$ cat src/rtl/wbs_arb_pkg.sv
// Shared types for the two-master Wishbone arbiter: state encoding (equal to gnt_o),
// watchdog constants and the per-master request bundle.
package wbs_arb_pkg;

    typedef enum logic [1:0] {
        ST_IDLE = 2'b00,
        ST_GNT0 = 2'b01,
        ST_GNT1 = 2'b10
    } arb_state_e;

    localparam int TO_CYCLES_DEF = 16;
    localparam int WDT_CNT_W     = 8;

    typedef struct packed {
        logic [31:0] adr;
        logic [31:0] dat;
        logic        we;
        logic [3:0]  sel;
        logic        cyc;
        logic        stb;
    } wb_req_t;

    // Fresh arbitration from idle; last=1 means m1 held the bus most recently.
    function automatic arb_state_e arb_pick(input logic cyc0, input logic cyc1, input logic last);
        if (cyc0 && cyc1) return last ? ST_GNT0 : ST_GNT1;
        if (cyc0)         return ST_GNT0;
        if (cyc1)         return ST_GNT1;
        return ST_IDLE;
    endfunction

endpackage

$ cat src/rtl/wbs_arb_wdt.sv
// Strobe watchdog: counts stalled strobe cycles and flags a timeout on the
// TO_CYCLES-th one. Only built when WBS_ARB_TIMEOUT_EN is defined.
module wbs_arb_wdt
    import wbs_arb_pkg::*;
#(
    parameter int TO_CYCLES = TO_CYCLES_DEF
) (
    input  logic clk,
    input  logic rst_n,
    input  logic i_stall,
    input  logic i_clr,
    output logic o_timeout
);

    localparam logic [WDT_CNT_W-1:0] LIMIT = WDT_CNT_W'(TO_CYCLES - 1);

    logic [WDT_CNT_W-1:0] r_cnt;

    assign o_timeout = i_stall & (r_cnt == LIMIT);

    always_ff @(posedge clk or negedge rst_n) begin
        if (!rst_n)
            r_cnt <= '0;
        else if (!i_stall || i_clr || o_timeout)
            r_cnt <= '0;
        else
            r_cnt <= r_cnt + WDT_CNT_W'(1);
    end

endmodule

$ cat src/rtl/wbs_arb2.sv
// Two-master Wishbone arbiter in front of wbs_mem: cyc-locked grants, round-robin
// tie-break, optional strobe watchdog under WBS_ARB_TIMEOUT_EN.
module wbs_arb2
    import wbs_arb_pkg::*;
#(
    parameter int TO_CYCLES = TO_CYCLES_DEF
) (
    input  logic        clk,
    input  logic        rst_n,
    input  logic [31:0] m0_adr_i,
    input  logic [31:0] m0_dat_i,
    output logic [31:0] m0_dat_o,
    input  logic        m0_we_i,
    input  logic [3:0]  m0_sel_i,
    input  logic        m0_cyc_i,
    input  logic        m0_stb_i,
    output logic        m0_ack_o,
    output logic        m0_err_o,
    output logic        m0_rty_o,
    input  logic [31:0] m1_adr_i,
    input  logic [31:0] m1_dat_i,
    output logic [31:0] m1_dat_o,
    input  logic        m1_we_i,
    input  logic [3:0]  m1_sel_i,
    input  logic        m1_cyc_i,
    input  logic        m1_stb_i,
    output logic        m1_ack_o,
    output logic        m1_err_o,
    output logic        m1_rty_o,
    output logic [31:0] s_adr_o,
    output logic [31:0] s_dat_o,
    input  logic [31:0] s_dat_i,
    output logic        s_we_o,
    output logic [3:0]  s_sel_o,
    output logic        s_cyc_o,
    output logic        s_stb_o,
    input  logic        s_ack_i,
    input  logic        s_err_i,
    input  logic        s_rty_i,
    output logic [1:0]  gnt_o
);

    if (TO_CYCLES < 2 || TO_CYCLES > 255) begin : g_bad_to
        $error("wbs_arb2: TO_CYCLES must be in 2..255");
    end

    arb_state_e r_state, w_state_nxt;
    logic       r_last;
    wb_req_t    w_m0, w_m1, w_req;
    logic       w_gnt0, w_gnt1;
    logic       w_to;

    assign w_m0 = '{adr: m0_adr_i, dat: m0_dat_i, we: m0_we_i, sel: m0_sel_i,
                    cyc: m0_cyc_i, stb: m0_stb_i};
    assign w_m1 = '{adr: m1_adr_i, dat: m1_dat_i, we: m1_we_i, sel: m1_sel_i,
                    cyc: m1_cyc_i, stb: m1_stb_i};

    always_ff @(posedge clk or negedge rst_n) begin
        if (!rst_n) begin
            r_state <= ST_IDLE;
            r_last  <= 1'b1;
        end else begin
            r_state <= w_state_nxt;
            if (w_state_nxt == ST_GNT0) r_last <= 1'b0;
            if (w_state_nxt == ST_GNT1) r_last <= 1'b1;
        end
    end

    // A grant is held for the whole cyc; on release the waiting master takes over directly.
    always_comb begin
        w_state_nxt = r_state;
        case (r_state)
            ST_GNT0: w_state_nxt = m0_cyc_i ? ST_GNT0 : (m1_cyc_i ? ST_GNT1 : ST_IDLE);
            ST_GNT1: w_state_nxt = m1_cyc_i ? ST_GNT1 : (m0_cyc_i ? ST_GNT0 : ST_IDLE);
            default: w_state_nxt = arb_pick(m0_cyc_i, m1_cyc_i, r_last);
        endcase
    end

    always_comb begin
        w_req  = '0;
        w_gnt0 = 1'b0;
        w_gnt1 = 1'b0;
        case (r_state)
            ST_GNT0: begin
                w_req  = w_m0;
                w_gnt0 = 1'b1;
            end
            ST_GNT1: begin
                w_req  = w_m1;
                w_gnt1 = 1'b1;
            end
            default: ;
        endcase
    end

`ifdef WBS_ARB_TIMEOUT_EN
    logic w_stall, w_clr;

    assign w_stall = w_req.cyc & w_req.stb & ~(s_ack_i | s_err_i | s_rty_i);
    assign w_clr   = (w_state_nxt != r_state);

    wbs_arb_wdt #(.TO_CYCLES(TO_CYCLES)) u_wdt (
        .clk       (clk),
        .rst_n     (rst_n),
        .i_stall   (w_stall),
        .i_clr     (w_clr),
        .o_timeout (w_to)
    );
`else
    assign w_to = 1'b0;
`endif

    assign s_adr_o  = w_req.adr;
    assign s_dat_o  = w_req.dat;
    assign s_we_o   = w_req.we;
    assign s_sel_o  = w_req.sel;
    assign s_cyc_o  = w_req.cyc;
    // The timed-out strobe is withdrawn so the slave never sees it complete.
    assign s_stb_o  = w_req.stb & ~w_to;

    assign m0_dat_o = s_dat_i;
    assign m1_dat_o = s_dat_i;
    assign m0_ack_o = s_ack_i & w_gnt0;
    assign m1_ack_o = s_ack_i & w_gnt1;
    assign m0_err_o = (s_err_i | w_to) & w_gnt0;
    assign m1_err_o = (s_err_i | w_to) & w_gnt1;
    assign m0_rty_o = s_rty_i & w_gnt0;
    assign m1_rty_o = s_rty_i & w_gnt1;

    assign gnt_o    = r_state;

endmodule

$ cat config.mk
export PLATFORM = sky130hd
export DESIGN_NAME = wbs_arb2
export DESIGN_NICKNAME = d
export VERILOG_FILES = /design/src/rtl/wbs_arb_pkg.sv /design/src/rtl/wbs_arb_wdt.sv /design/src/rtl/wbs_arb2.sv
export SDC_FILE = /design/constraint.sdc
export NUM_CORES = 1
export LEC_CHECK = 0
export BUFFER_PORTS_ARGS = -buffer_cell sky130_fd_sc_hd__buf_4
export CAP_MARGIN = 20
export CORE_AREA = 2 2 126 128
export CTS_CLUSTER_SIZE = 16
export DETAILED_ROUTE_END_ITERATION = 6
export DIE_AREA = 0 0 128 130
export SLEW_MARGIN = 20
export SYNTH_ARGS = -nofsm -noshare
export SYNTH_HDL_FRONTEND = slang
export SYNTH_HIERARCHICAL = 1
export SYNTH_SLANG_ARGS = --single-unit
$ cat constraint.sdc
create_clock -name clk -period 1.2 [get_ports clk]
set_input_delay 0.12 -clock clk [delete_from_list [all_inputs] [get_ports clk]]
set_output_delay 0.12 -clock clk [all_outputs]
set_load 0.05 [all_outputs]
==> run summary, run 1 <==
The run finished, with violations left. The final reports fail on negative setup slack. Along the worst path, the maximum fanout reaches 42. Number of endpoints failing setup at the final stage: 80.

The run gives -36.64 ns as the setup TNS after final layout. In this run the tool buffered the top-level ports with 225 buffer cells. The final standard cell count with taps included and fillers excluded is 637, and the die extent in x is 128 um. The core region is 0.0154 mm^2. The actual transition at the worst max-transition pin was 0.278 ns. The post-route netlist has 82.7% of its cells at a drive strength greater than 1.

After technology mapping, the gate count stands at 259. The starting DRC count in detailed routing was 51. Kind of path behind the tightest hold check: in -> reg. The type of origin of the critical path was a flop. On the final layout, the worst hold slack is 0.164 ns. The tree is rooted in a sky130_fd_sc_hd__clkbuf_16.

Summing every instance area after synthesis gives 0.00168 mm^2. Across all layers, the routed design uses 2,605 vias. The maximum resistive drop on vdd is 0.00134 V. For this design the top-level I/O count stands at 322. For this configuration, the core starts out at a cell density of 10.9%.

0 antenna diodes ended up in the layout. The H-tree depth is 1, and the count of synthesis-stage warnings from yosys is 6. The first global-routing pass estimated 12,500 um of wire.

CTS saw 3 sinks. After detailed routing, the number of remaining DRC violations is 0. The number of placed cells counting well taps is 620, and the total clock buffers created by CTS is 3. Data arrives at the worst endpoint at 1.62 ns. Clock-pin slew was measured on the worst setup and hold paths at 0.03 ns. Count of pins over their slew limit: 0. Setup slack on the worst reg-to-reg path comes out at -0.28 ns.

The tools report the half-perimeter wire length after placement as 6950 um. After global routing the overflow that remains totals 0. The number of cells on the worst reg-to-reg path is 6. Across the routed clock network, the largest skew measured is 0.00232 ns. The aggregate routed wire length came out at 8730 um. The synthesis-stage register bit count was 3. STA classifies the critical path endpoint as an output pin.

The height of the die came out at 130 um. Count of maximum capacitance violations: 0. The smallest clock period supported by the final layout is computed as 1.74 ns. After the last flow step, the layout net total stands at 628. The via count of the first global-routing pass is 2,595. The highest clock rate came out at 574 MHz. The endpoint identified for the worst register-to-register timing path is r_last$_DFFE_PN1P_. Compared with the post-synthesis result, the final layout area differs by 159%.

The critical path in this run is classified as reg -> out. After synthesis, the netlist uses 20 different library cells. The per-instance average area after synthesis is 6.49 um^2, and the fill cell instance count of the final layout is 1,676. In this run the deepest clock path goes through 2 buffers. The hold violation total from the final report was 0.

The source of the worst register-to-register timing path is gnt_o[0]$_DFF_PN0_. The logs give 0.0166 mm^2 for the area enclosed by the die boundary and 6 for the count of TritonRoute iterations in the first routing pass. The launching element of the worst setup path was gnt_o[0]$_DFF_PN0_. The leakage dissipation came out at 0.00188 uW. Dividing the detail-routed via count by the number of cells gives 4.09.

The power density over the cells came out at 3020 mW/mm^2. At the end of the flow the core is filled with cells to 28.2%. Per-cell routed wire length: 13.7 um. For the number of rows in the core area, the log shows 46.

For the total track usage, the log shows 9.44%. For the worst-skew pair, the clock arrives at the later sink with an insertion delay of 0.23 ns. The run gives -0.541 ns as the least setup slack across all paths after layout.

For the worst-case headroom to the max-slew limit, the log shows 81.4%. The maximum number of pins on one net before global-route repair was 43; the post-synthesis sequential area ratio was 4.54%. In this run the remaining antenna-violating nets after routing total 0. In this run the worst setup path terminates at s_adr_o[8]. For the worst setup path, the data required time is 1.08 ns. The congestion estimate from routability-driven global placement came to 0.714. The number of nets in the synthesized netlist is 441. The initial antenna violation count was 0. Setup repair after global routing could not meet its margin everywhere. TritonCTS built the clock tree. The post-route fraction of the period consumed by the critical path came out at 145%.
## layout make-up
class | count | area, um^2 | share of cell area, %
sequential | 3 | 78.8 | 1.81
tap | 192 | 240 | 5.53
clock buffer | 4 | 78.8 | 1.81
multi-input combinational | 164 | 1410 | 32.3
inverter | 3 | 13.8 | 0.317
timing repair buffer | 271 | 2530 | 58.2
## logic make-up (layout without fill, tap and decap cells)
group,Yosys count,count (layout),share of synthesized area [%]
and+or+nand+nor,86,86,21.2
DFF,3,3,4.54
buffers and inverters,92,278,38.9
adders and majority gates,3,3,2.23
AOI/OAI and AO/OA,75,75,33.1
## metal layers
layer / global-route usage [%] / vias to the layer above / wire [um]
li1: - / 1214 / -
met4: 3.56 / 0 / 235
met3: 2.71 / 34 / 902
met1: 10.1 / 1178 / 3060
met2: 17.7 / 179 / 4530
met5: 0 / - / 0
## how the worst min path moves through the flow
stage	startpoint	end	slack [ns]	depth (start not counted)
finish	m1_cyc_i	gnt_o[1]$_DFF_PN0_	0.16	3
CTS	m1_cyc_i	gnt_o[1]$_DFF_PN0_	0.16	3
global route	m1_cyc_i	gnt_o[1]$_DFF_PN0_	0.18	3
floorplan	rst_n	gnt_o[0]$_DFF_PN0_	-0.18	0
global placement	rst_n	gnt_o[1]$_DFF_PN0_	-0.09	1
detailed placement	rst_n	gnt_o[1]$_DFF_PN0_	-0.09	1
## per-stage QoR
| stage | area, um^2 | setup slack (ns) | power (uW) |
|---|---|---|---|
| global placement | 3640 | -0.349 | 10800 |
| floorplan | 2030 | -0.773 | 7890 |
| CTS | 4290 | -0.565 | 13000 |
| detailed placement | 3640 | -0.381 | 10800 |
| global route | 4350 | -0.607 | 13800 |
| finish | 4350 | -0.541 | 13100 |
## sequential cells by signal (all words and copies together), names as in the netlist
register  cells
gnt_o         2
r_last        1
## report_power, final
part / switching (uW) / total (uW) / internal [uW]
sequential: 72.4 / 241 / 168
clock: 97.4 / 536 / 439
combinational: 7220 / 12300 / 5120
## repair_timing
action	in CTS	in global routing
pin swaps	13	11
hold buffers	1	0
endpoints found under the setup margin	80	80
hold endpoints to repair	3	0
resized for setup	136	11
setup buffers	10	2
## cell usage in the layout, fill, tap and decap left out, types with 2 or more instances in the layout
| cell type | n |
|---|---|
| sky130_fd_sc_hd__buf_4 | 173 |
| sky130_fd_sc_hd__a22oi_1 | 45 |
| sky130_fd_sc_hd__clkbuf_16 | 3 |
| sky130_fd_sc_hd__ha_4 | 3 |
| sky130_fd_sc_hd__nor2_1 | 20 |
| sky130_fd_sc_hd__nand2_1 | 3 |
| sky130_fd_sc_hd__buf_12 | 7 |
| sky130_fd_sc_hd__a22oi_2 | 25 |
| sky130_fd_sc_hd__nor2_4 | 27 |
| sky130_fd_sc_hd__buf_8 | 14 |
| sky130_fd_sc_hd__and2_4 | 6 |
| sky130_fd_sc_hd__buf_6 | 75 |
| sky130_fd_sc_hd__dfrtp_2 | 2 |
| sky130_fd_sc_hd__nor2_2 | 25 |
## cells in the mapped netlist
cell | n | share of area (%)
sky130_fd_sc_hd__a211oi_1 | 1 | 0.45
sky130_fd_sc_hd__a21oi_1 | 2 | 0.60
sky130_fd_sc_hd__a22oi_1 | 70 | 31
sky130_fd_sc_hd__and2_1 | 6 | 2.2
sky130_fd_sc_hd__buf_2 | 18 | 5.4
sky130_fd_sc_hd__buf_4 | 66 | 29
sky130_fd_sc_hd__buf_6 | 5 | 3.4
sky130_fd_sc_hd__dfrtp_1 | 2 | 3.0
sky130_fd_sc_hd__dfstp_2 | 1 | 1.6
sky130_fd_sc_hd__ha_1 | 3 | 2.2
sky130_fd_sc_hd__inv_1 | 3 | 0.67
sky130_fd_sc_hd__nand2_1 | 3 | 0.67
sky130_fd_sc_hd__nand2_2 | 1 | 0.37
sky130_fd_sc_hd__nand3_1 | 1 | 0.30
sky130_fd_sc_hd__nor2_1 | 72 | 16
sky130_fd_sc_hd__nor2b_1 | 1 | 0.37
sky130_fd_sc_hd__nor3_1 | 1 | 0.30
sky130_fd_sc_hd__nor4b_2 | 1 | 0.89
sky130_fd_sc_hd__o21ai_1 | 1 | 0.30
sky130_fd_sc_hd__o32ai_1 | 1 | 0.52
## critical path: stages, from the launching register on
cell and delay [ns]:
sky130_fd_sc_hd__dfrtp_2 0.43, sky130_fd_sc_hd__inv_4 0.09, sky130_fd_sc_hd__ha_4 0.16, sky130_fd_sc_hd__buf_12 0.21, sky130_fd_sc_hd__a22oi_1 0.15, sky130_fd_sc_hd__nor2_1 0.14
sky130_fd_sc_hd__buf_6 0.17
No activity file was read; power rests on OpenSTA's default activity.
==> inputs of run 2 (changes only) <==
--- a/config.mk
+++ b/config.mk
@@ -5,12 +5,13 @@
 export SDC_FILE = /design/constraint.sdc
 export NUM_CORES = 1
 export LEC_CHECK = 0
+export ABC_AREA = 1
 export BUFFER_PORTS_ARGS = -buffer_cell sky130_fd_sc_hd__buf_4
 export CAP_MARGIN = 20
-export CORE_AREA = 2 2 126 128
+export CORE_AREA = 2 2 124 126
 export CTS_CLUSTER_SIZE = 16
 export DETAILED_ROUTE_END_ITERATION = 6
-export DIE_AREA = 0 0 128 130
+export DIE_AREA = 0 0 126 128
 export SLEW_MARGIN = 20
 export SYNTH_ARGS = -nofsm -noshare
 export SYNTH_HDL_FRONTEND = slang
==> run summary, run 2 <==
The flow ran to the end, but the final reports show violations. The final reports fail on negative setup slack. The hold violation total from the final report came out at 0 (unchanged).

The number of endpoints failing setup at the final stage is 80 (unchanged). Count of TritonRoute iterations in the first routing pass: 4 (-2). The H-tree depth is 1 (unchanged). The worst setup path is launched from a flop. Count of maximum capacitance violations: 0 (unchanged). The most used flip-flop cell after synthesis is sky130_fd_sc_hd__dfrtp_1. The power density over the cells came out at 3060 mW/mm^2 (+1.5%).

The per-cell routed wire length is 13.0 um (-5.0%), and the wire length on met1 is 3280 um (+7.2%). The half-perimeter wire length after placement was 6370 um (-8.3%). The library cell used most frequently in the layout, excluding fill and tap cells, is sky130_fd_sc_hd__buf_4. The clock slew seen by the registers of the worst setup and hold paths is 0.03 ns (about the same), and the final critical-path required period is 1.75 ns (+0.00572 ns). The tools report the number of sinks handled by clock tree synthesis as 3 (unchanged). Count of pins over their slew limit: 0 (unchanged). The worst hold path belongs to the class in -> reg. The highest clock rate is 573 MHz (-0.33%), and the clock group share of total power is 4.2% (about the same). Length in cells of the worst reg-to-reg path: 8 (+2). The largest total area in the synthesized netlist belongs to sky130_fd_sc_hd__nand2_1. The switching fraction of total power came out at 61.0% (+4.7 points). The height of the die was 128 um (-1.5%).

The number of enable-type register cells in the synthesized netlist is 0 (unchanged), and the insertion delay to the later sink of the worst-skew pair is 0.22 ns (about the same). Largest fanout on the critical path: 7 (-83%). In this run the clock root is driven by a sky130_fd_sc_hd__clkbuf_16.

For this design, the slowest cell found on the critical path is sky130_fd_sc_hd__dfrtp_2. In the layout the commonest cells are sky130_fd_sc_hd__buf_4, sky130_fd_sc_hd__nand2_1, sky130_fd_sc_hd__buf_6. The run gives 0.00121 V (-9.7%) as the maximum resistive drop on vdd. The reported net switching power came out at 7710 uW (+4.3%). The synthesis-stage register bit count is 3 (unchanged), and the number of flip-flops in the largest register is 2 (unchanged).

Sequential cell area: 78.8 um^2 (unchanged). The actual transition at the worst max-transition pin is 0.247 ns (-0.0317 ns), and the internal power summed over all cells is 4930 uW (-14%). The tools report the initial antenna violation count as 0 (unchanged). The gate count after technology mapping was 340 (+31%). The delay contributed by the slowest stage of the critical path was 0.39 ns (-0.04 ns).

The number of cells on the worst hold path came out at 3 (unchanged). The logs give 322 (unchanged) for the number of primary I/O pins and -0.319 ns (+0.0620 ns) for the post-placement worst setup slack. The final design utilization is 27.8% (-0.44 points), and the starting utilization of the core area is 12.0% (+1.1 points). The port buffer count came out at 225 (unchanged).

The fill cell instance count of the final layout was 1,638 (-2.3%); the total clock buffers created by CTS was 3 (unchanged). The aggregate routed wire length was 9000 um (+3.2%). The share of the synthesized area in the top cell type was 32.7% (+1.5 points). The logs give 8.85% (-0.59 points) for the total track usage and 4.30% (-0.25 points) for the post-synthesis sequential area ratio.

The setup path with the least slack is of type reg -> out. Yosys instantiated no cell more often than sky130_fd_sc_hd__nand2_1. The worst-case headroom to the max-slew limit was 83.6% (+2.1 points); the combinational share of power was 94.0% (about the same).

The post-route fraction of the period consumed by the critical path is 146% (+0.48 points), and the share of power burned in registers is 1.7% (about the same). The combined buffer and inverter count along the critical path is 6 (+3). The run gives 0 (unchanged) as the number of nets with antenna violations after routing. The starting DRC count in detailed routing came out at 52 (+2.0%). The share of post-route cells with drive strength above 1 was 64.9% (-18 points); the die extent in x was 126 um (-1.6%). The leakage dissipation is 0.00184 uW (-2.1%). The least setup slack across all paths after layout was -0.547 ns (-0.00572 ns); the total number of cells along the worst setup path was 8 (+2). TritonCTS built the clock tree. The tools report the wire length on met3 as 914 um (+1.3%). For the detailed-routed wire length on met2, the log shows 4710 um (+4.0%). The tools report the DRC violation count after routing as 0 (unchanged). Via count of the first global-routing pass: 2,475 (-4.6%).

The logs give 0.00140 mm^2 (-0.27%) for the area used by multi-input combinational logic and 13 (-35%) for the post-synthesis cell type count. The highest signal layer in the routed design was met4. STA classifies the critical path endpoint as an output pin. The cell family contributing the most delay on the critical path is buffers and inverters. The number of diodes is 0 (unchanged), and the total grt overflow is 0 (unchanged). In the post-synthesis netlist, the biggest area contributors are sky130_fd_sc_hd__nand2_1, sky130_fd_sc_hd__buf_4, sky130_fd_sc_hd__a21oi_1.

The total power was 12,600 uW (-3.7%); the number of rows in the core area was 45 (-2.2%). The arrival time at the worst endpoint is 1.63 ns (about the same). The per-instance average area after synthesis is 5.23 um^2 (-19%), and the post-layout net count is 687 (+9.4%).

The commonest cells after synthesis are sky130_fd_sc_hd__nand2_1, sky130_fd_sc_hd__a21oi_1, sky130_fd_sc_hd__buf_4. The run gives 0.0161 mm^2 (-3.1%) as the area enclosed by the die boundary. Walking the worst path, the cells encountered are buf_4, ha_4, buf_12, buf_12, buf_4, nand2_4, clkinvlp_4, buf_6. The area of the core is 0.0149 mm^2 (-3.6%), and the share of synthesized flip-flops with an asynchronous set or reset is 100% (unchanged). The logs give 0.718 (+0.57%) for the placer's final routability congestion estimate and 2 (unchanged) for the maximum count of clock buffers along a single path. The synthesized net count was 522 (+18%). The logs give 37 (-14%) for the maximum number of pins on one net before global-route repair and 1.08 ns (about the same) for the data required time of the worst path. The run gives 0.00134 ns (-0.000978 ns) as the post-route clock skew. Setup repair after global routing could not meet its margin everywhere. The count of synthesis-stage warnings from yosys is 6 (unchanged). The run gives 2,751 (+5.6%) as the count of vias placed by the detailed router. The first-pass GRT wire length came out at 11,900 um (-4.6%). The cell area after technology mapping was 0.00178 mm^2 (+5.7%); the area overhead of the layout relative to synthesis was 132%. The mean number of vias per cell was 3.98 (-2.8%).
==> run 2: changes by cell type after synthesis, moves of 2 or more <==
cell                      previous run  this run
sky130_fd_sc_hd__nand2_1             3       155
sky130_fd_sc_hd__nor2_1             72         0
sky130_fd_sc_hd__a21oi_1             2        72
sky130_fd_sc_hd__a22oi_1            70         0
sky130_fd_sc_hd__inv_1               3        13
sky130_fd_sc_hd__and2_1              6         0
sky130_fd_sc_hd__nand3_1             1         4
sky130_fd_sc_hd__buf_2              18        16
==> run 2: cells by family (layout without fill, tap and decap cells) <==
logic type,after synthesis,in the layout,share of synthesized area [%]
buf+inv,101,265,38.7
fa+ha+maj,3,3,2.11
compound gates,73,73,20.7
simple gates,160,160,34.2
flops,3,3,4.30
==> run 2: power groups by stage <==
stage | registers [uW] | clock network (uW) | logic (uW)
after floorplan | 328 | 0 | 7570
after global placement | 215 | 0 | 10100
after detailed placement | 215 | 0 | 10000
after CTS | 214 | 539 | 10800
after global routing | 226 | 549 | 12600
final | 221 | 531 | 11900
==> run 2: metrics by stage <==
stage / instances / hold slack (ns) / setup TNS (ns) / cell area, um^2
3_3_place_gp: 679 / -0.0842 / -18.39 / 3510
3_5_place_dp: 679 / -0.0835 / -18.33 / 3510
4_1_cts: 684 / 0.202 / -35.41 / 3820
2_1_floorplan: 340 / -0.176 / -54.18 / 2070
5_1_grt: 692 / 0.224 / -43.83 / 4130
6_report: 692 / 0.203 / -37.89 / 4130
==> run 2: path summary, 6_finish.rpt <==
| kind | endpoint | slack [ns] | start |
|---|---|---|---|
| worst max-delay path | m0_rty_o | -0.55 | gnt_o[0]$_DFF_PN0_ |
| worst min-delay path | r_last$_DFFE_PN1P_ | 0.20 | m0_cyc_i |
| worst max register to register | r_last$_DFFE_PN1P_ | -0.30 | gnt_o[0]$_DFF_PN0_ |
| worst min register to register | r_last$_DFFE_PN1P_ | 0.59 | r_last$_DFFE_PN1P_ |
| max in group asynchronous | r_last$_DFFE_PN1P_ | 0.79 | rst_n |
| min in group asynchronous | gnt_o[1]$_DFF_PN0_ | 0.23 | rst_n |
==> run 2: layout make-up <==
type,count,share of cell area (%)
well taps,188,5.70
inverters,13,1.73
repair buffers,248,54.8
clock buffers,4,1.91
multi-input cells,236,34.0
flip-flops and latches,3,1.91
==> run 2: worst reg2reg max path: cells and delay by family (launching register included) <==
family                     cells  cell delay, ns
adders and majority gates      1            0.41
DFF                            1            0.35
buffers and inverters          3            0.35
AOI/OAI and AO/OA              2            0.19
and+or+nand+nor                2            0.12
==> run 2: routing by layer <==
layer / track usage [%] / vias to the layer above
met5: 0 / -
met2: 16.0 / 170
met4: 2.26 / 0
met1: 9.89 / 1236
li1: - / 1329
met3: 3.13 / 16
==> run 2: repair_timing <==
item                                    in CTS  in global routing
endpoints found under the hold margin        3                  0
setup buffers                                0                  2
hold buffers                                 1                  0
gates resized for setup                     62                 41
endpoints found under the setup margin      80                 80
cloned                                       0                  6
pin swaps                                    0                  7
